**src/rtl/mem_bus_arbiter.sv**
```systemverilog
// Round-robin arbiter that shares one SlaveMemory port among NUM_M bus masters.
// All outputs are registered; each transfer runs IDLE -> BUSY -> DONE -> IDLE.
module mem_bus_arbiter #(
    parameter int NUM_M   = 2,
    parameter int AW      = 32,
    parameter int DW      = 32,
    parameter int CW      = 9,
    parameter int TIMEOUT = 16
) (
    input  logic                Clk,
    input  logic                Rst,
    input  logic [NUM_M-1:0]    M_Req,
    input  logic [NUM_M*AW-1:0] M_Addr,
    input  logic [NUM_M*DW-1:0] M_DataIn,
    input  logic [NUM_M*CW-1:0] M_Control,
    output logic [NUM_M-1:0]    M_Gnt,
    output logic [NUM_M-1:0]    M_Done,
    output logic                M_Err,
    output logic [DW-1:0]       M_RData,
    output logic [AW-1:0]       S_Addr,
    output logic [DW-1:0]       S_DataIn,
    output logic [CW-1:0]       S_Control,
    output logic                S_En,
    input  logic [DW-1:0]       S_DataOut,
    input  logic                S_Ready
);

    localparam int PW   = (NUM_M > 1) ? $clog2(NUM_M) : 1;
    localparam int CNTW = $clog2(TIMEOUT);

    typedef enum logic [1:0] {
        ST_IDLE,
        ST_BUSY,
        ST_DONE
    } state_t;

    state_t          state_q, state_d;
    logic [PW-1:0]   ptr_q, ptr_d;
    logic [PW-1:0]   gnt_idx_q, gnt_idx_d;
    logic [CNTW-1:0] cnt_q, cnt_d;

    logic [NUM_M-1:0] gnt_d, done_d;
    logic             err_d, s_en_d;
    logic [DW-1:0]    rdata_d, s_data_d;
    logic [AW-1:0]    s_addr_d;
    logic [CW-1:0]    s_ctl_d;

    logic          found;
    logic [PW-1:0] sel_idx;
    int            idx;

    // Scan requesters in circular order starting at the round-robin pointer.
    always_comb begin
        // NOTE: every variable gets a default before any branch so no latch is inferred.
        found   = 1'b0;
        sel_idx = '0;
        idx     = 0;
        for (int i = 0; i < NUM_M; i++) begin
            idx = int'(ptr_q) + i;
            if (idx >= NUM_M) idx = idx - NUM_M;
            if (!found && M_Req[idx]) begin
                found   = 1'b1;
                sel_idx = PW'(idx);
            end
        end
    end

    always_comb begin
        state_d   = state_q;
        ptr_d     = ptr_q;
        gnt_idx_d = gnt_idx_q;
        cnt_d     = cnt_q;
        gnt_d     = M_Gnt;
        done_d    = M_Done;
        err_d     = M_Err;
        rdata_d   = M_RData;
        s_addr_d  = S_Addr;
        s_data_d  = S_DataIn;
        s_ctl_d   = S_Control;
        s_en_d    = S_En;

        case (state_q)
            ST_IDLE: begin
                if (found) begin
                    gnt_d          = '0;
                    gnt_d[sel_idx] = 1'b1;
                    gnt_idx_d      = sel_idx;
                    s_addr_d       = M_Addr[int'(sel_idx)*AW +: AW];
                    s_data_d       = M_DataIn[int'(sel_idx)*DW +: DW];
                    s_ctl_d        = M_Control[int'(sel_idx)*CW +: CW];
                    s_en_d         = 1'b1;
                    cnt_d          = '0;
                    state_d        = ST_BUSY;
                end
            end
            ST_BUSY: begin
                // Ready is checked first so it wins over a same-edge timeout.
                if (S_Ready) begin
                    rdata_d           = S_DataOut;
                    done_d[gnt_idx_q] = 1'b1;
                    err_d             = 1'b0;
                    s_en_d            = 1'b0;
                    state_d           = ST_DONE;
                end else if (cnt_q == CNTW'(TIMEOUT - 1)) begin
                    done_d[gnt_idx_q] = 1'b1;
                    err_d             = 1'b1;
                    s_en_d            = 1'b0;
                    state_d           = ST_DONE;
                end else begin
                    cnt_d = cnt_q + 1'b1;
                end
            end
            ST_DONE: begin
                done_d  = '0;
                err_d   = 1'b0;
                gnt_d   = '0;
                ptr_d   = (gnt_idx_q == PW'(NUM_M - 1)) ? '0 : gnt_idx_q + 1'b1;
                state_d = ST_IDLE;
            end
            default: state_d = ST_IDLE;
        endcase
    end

    always_ff @(posedge Clk) begin
        // NOTE: sequential state uses non-blocking assignments so all registers update together.
        if (Rst) begin
            state_q   <= ST_IDLE;
            ptr_q     <= '0;
            gnt_idx_q <= '0;
            cnt_q     <= '0;
            M_Gnt     <= '0;
            M_Done    <= '0;
            M_Err     <= 1'b0;
            M_RData   <= '0;
            S_Addr    <= '0;
            S_DataIn  <= '0;
            S_Control <= '0;
            S_En      <= 1'b0;
        end else begin
            state_q   <= state_d;
            ptr_q     <= ptr_d;
            gnt_idx_q <= gnt_idx_d;
            cnt_q     <= cnt_d;
            M_Gnt     <= gnt_d;
            M_Done    <= done_d;
            M_Err     <= err_d;
            M_RData   <= rdata_d;
            S_Addr    <= s_addr_d;
            S_DataIn  <= s_data_d;
            S_Control <= s_ctl_d;
            S_En      <= s_en_d;
        end
    end

endmodule

```
**config.mk**
```make
export PLATFORM = sky130hd
export DESIGN_NAME = mem_bus_arbiter
export DESIGN_NICKNAME = d
export VERILOG_FILES = /design/src/rtl/mem_bus_arbiter.sv
export SDC_FILE = /design/constraint.sdc
export NUM_CORES = 1
export LEC_CHECK = 0
export CAP_MARGIN = 20
export CORE_AREA = 2 2 116 118
export CTS_CLUSTER_SIZE = 30
export DETAILED_ROUTE_END_ITERATION = 6
export DIE_AREA = 0 0 118 120
export PLACE_DENSITY = 0.79
export SYNTH_ARGS = -nofsm -noshare
export SYNTH_HDL_FRONTEND = slang
export SYNTH_SLANG_ARGS = --single-unit
```
**constraint.sdc**
```tcl
create_clock -name Clk -period 2 [get_ports Clk]
set_clock_uncertainty 0.1 [all_clocks]
set_input_delay 0.3 -clock Clk [delete_from_list [all_inputs] [get_ports Clk]]
set_output_delay 0.3 -clock Clk [all_outputs]
set_load 0.02 [all_outputs]
```
==> metrics.csv <==
stage;metric;value;unit
power;power share of the clock group;44.4;%
floorplan;Die H;120;um
power;P per Cell Area;882;nW/um^2
setup_path;Largest stage delay, worst path;0.65;ns
logic_synthesis;post-synthesis sequential area ratio;51.3;%
power;cell-internal power;5.63;mW
logic_synthesis;Synth top cells by count;nand2_1, dfxtp_1, mux2i_1;
setup_path;Worst Path Required;1.60;ns
logic_synthesis;Yosys warning total;0;
power;Switching Power;1.80;mW
timing;Sum Neg Setup Slack;0;ns
global_routing;largest net degree at the start of global routing;68;
setup_path;Crit Path Category;flip-flop to primary output;
finish;synthesis-to-finish area growth;81.4;%
clock_network;Clock Sinks;119;
floorplan;chip width;118;um
setup_path;Crit-path slowest cell;clkdlybuf4s50_1;
setup_path;CP top delay family;buffers and inverters;
hold_path;class of the worst hold path;flip-flop to flip-flop;
logic_synthesis;area share of the leading cell type in the synthesized netlist;51.3;%
route;vias after detailed routing;4628;
timing;worst rel slew slack;73.7;%
route;DRC violations left;0;
route;Avg WL per Cell;14.6;um
floorplan;Placeable Area;13000;um^2
clock_network;Max Root-Sink Buffers;2;
route;Routed WL;14600;um
setup_path;crit path cell chain;clkdlybuf4s50_1;
logic_synthesis;Post-Syn Instances;522;
clock_network;total setup buffers inserted after CTS;0;
floorplan;I/O pins;294;
power;Worst VDD drop;0.000563;V
finish;# nets final;995;
placement;Post-DP HPWL;11300;um
floorplan;die area;14200;um^2
power;Seq pwr share;35.8;%
logic_synthesis;synth unique cells;33;
route;antenna-violating nets left;0;
finish;ant diodes;0;
finish;ratio of cells with drive above 1 in the final layout;6.20;%
clock_network;cts bufs inserted;17;
placement;Routability Congestion;0.772;
route;metal1 wirelength;5630;um
timing;# setup viols final;0;
timing;Worst-Margin Slew;0.394;ns
logic_synthesis;Main synth FF type;dfxtp_1;
timing;max-slew violations;0;
timing;final worst path period need;1.78;ns
placement;Cell Area, Placed;7770;um^2
timing;Tcrit/Tclk final;88.9;%
route;Detailed Route Iter0 Violations;190;
global_routing;number of global-route vias before repair;4708;
clock_network;worst skew pair latency;0.40;ns
timing;unrepaired setup endpoints after global routing;false;
run;Max-Cap Viols;0;
logic_synthesis;Avg Synthesized Cell Area;8.90;um^2
logic_synthesis;Post-synth EDFFs;0;
clock_network;clock-pin slew on the worst setup and hold paths;0.05;ns
setup_path;nature of the critical path endpoint;primary output;
power;total power;7.44;mW
global_routing;total gr overflow;0;
timing;fmax;562;MHz
timing;Fin. Hold Viols;0;
status;status;finished clean;
logic_synthesis;Cell Area, Synth;4650;um^2
floorplan;site row count;42;
power;combinational share of power;19.7;%
clock_network;CTS tree;done;
logic_synthesis;Synth Register Bits;119;
floorplan;Starting Density;35.8;%
logic_synthesis;Yosys top cell by area;dfxtp_1;
logic_synthesis;syn_nets;706;
clock_network;post_cts resized;0;
clock_network;clock root cell;clkbuf_16;
setup_path;CP Max Fanout;2;
setup_path;WP data arrival;1.38;ns
logic_synthesis;most common cell in the synthesized netlist;nand2_1;
route;met3 WL post-DR;1140;um
logic_synthesis;asr flop ratio synth;0;%
placement;IO Port Bufs;293;
route;length of the first detailed-routing pass in iterations;4;
global_routing;initial antenna violation count;0;
clock_network;CTS H-tree depth;4;
route;top layer in use;met4;
power;total leakage power;3.41;nW
clock_network;hold_buf cts;0;
setup_path;startpoint types;flip-flop;
global_routing;first-pass GRT wire length;23300;um
route;metal2 WL;7540;um
setup_path;Buf/Inv on CP;1;
global_routing;global-route usage over all layers;20.6;%
power;Sw Ratio;24.2;%
logic_synthesis;Synth area leaders;dfxtp_1, mux2i_1, nand2_1;
finish;post-route cell area;8430;um^2
route;Via density;4.63;
==> registers in the layout, indices dropped and copies added, names as in the netlist <==
signal     count
M_Done         2
M_Err          1
M_Gnt          2
M_RData       32
S_Addr        32
S_Control      9
S_DataIn      32
S_En           1
cnt_q          4
gnt_idx_q      1
ptr_q          1
state_q        2
==> metrics by stage <==
stage,util [%],hold slack (ns),cells,setup slack (ns)
floorplan,-,0.336,522,0.459
global placement,59.9,0.335,968,0.110
detailed placement,59.9,0.340,968,0.0206
CTS,64.9,0.344,999,0.186
global route,64.9,0.347,999,0.144
finish,64.9,0.344,999,0.222
==> layout make-up <==
type | instances | area, um^2
Clock inverter | 12 | 200
Sequential cell | 119 | 2380
Inverter | 3 | 11.3
Multi-Input combinational cell | 365 | 2090
Clock buffer | 19 | 453
Timing Repair Buffer | 305 | 3070
Fill cell | 1068 | 4550
Tap cell | 176 | 220
==> cell usage in the layout (no fill, tap or decap), types with 3 or more instances in the layout <==
cell | synthesis | layout
a21oi_1 | 39 | 38
buf_12 | 0 | 4
buf_4 | 11 | 8
bufinv_16 | 0 | 5
clkbuf_16 | 0 | 17
clkdlybuf4s50_1 | 0 | 293
clkinvlp_4 | 0 | 3
dfxtp_1 | 119 | 119
mux2i_1 | 73 | 73
nand2_1 | 143 | 143
nand3_1 | 6 | 6
nor2_1 | 5 | 5
o21ai_0 | 4 | 4
o21ai_1 | 70 | 70
==> worst paths after layout <==
check,startpoint,endpoint,slack [ns],depth (start not counted)
setup / recovery,M_Done[1],M_Done[1],0.22,1
hold / removal,S_DataIn[21],S_DataIn[21],0.34,2
setup reg to reg,cnt_q[0],cnt_q[3],0.36,5
hold reg to reg,S_DataIn[21],S_DataIn[21],0.34,2
==> power groups by stage <==
stage               Clock, mW  Combinational, mW  Sequential, mW
floorplan                   0              0.410            2.93
global placement            0               1.45            2.71
detailed placement          0               1.48            2.71
CTS                      3.37               1.48            2.67
global route             3.48               1.57            2.69
finish                   3.30               1.47            2.66
==> layer usage <==
metal / global-route usage, % / vias up
met1: 22.4 / 2074
met2: 36.8 / 186
li1: - / 2350
met5: 0 / -
met4: 8.13 / 0
met3: 6.94 / 18
==> cells by family (layout without fill, tap and decap cells) <==
logic type	Yosys count	after routing	share of synthesized area, %
compound gates	121	121	13.6
xor+xnor	1	1	0.189
fa+ha+maj	1	1	0.269
buf+inv	38	339	4.20
flops	119	119	51.3
mux	73	73	15.7
simple gates	169	169	14.7
(Power assumes the default switching activity.)
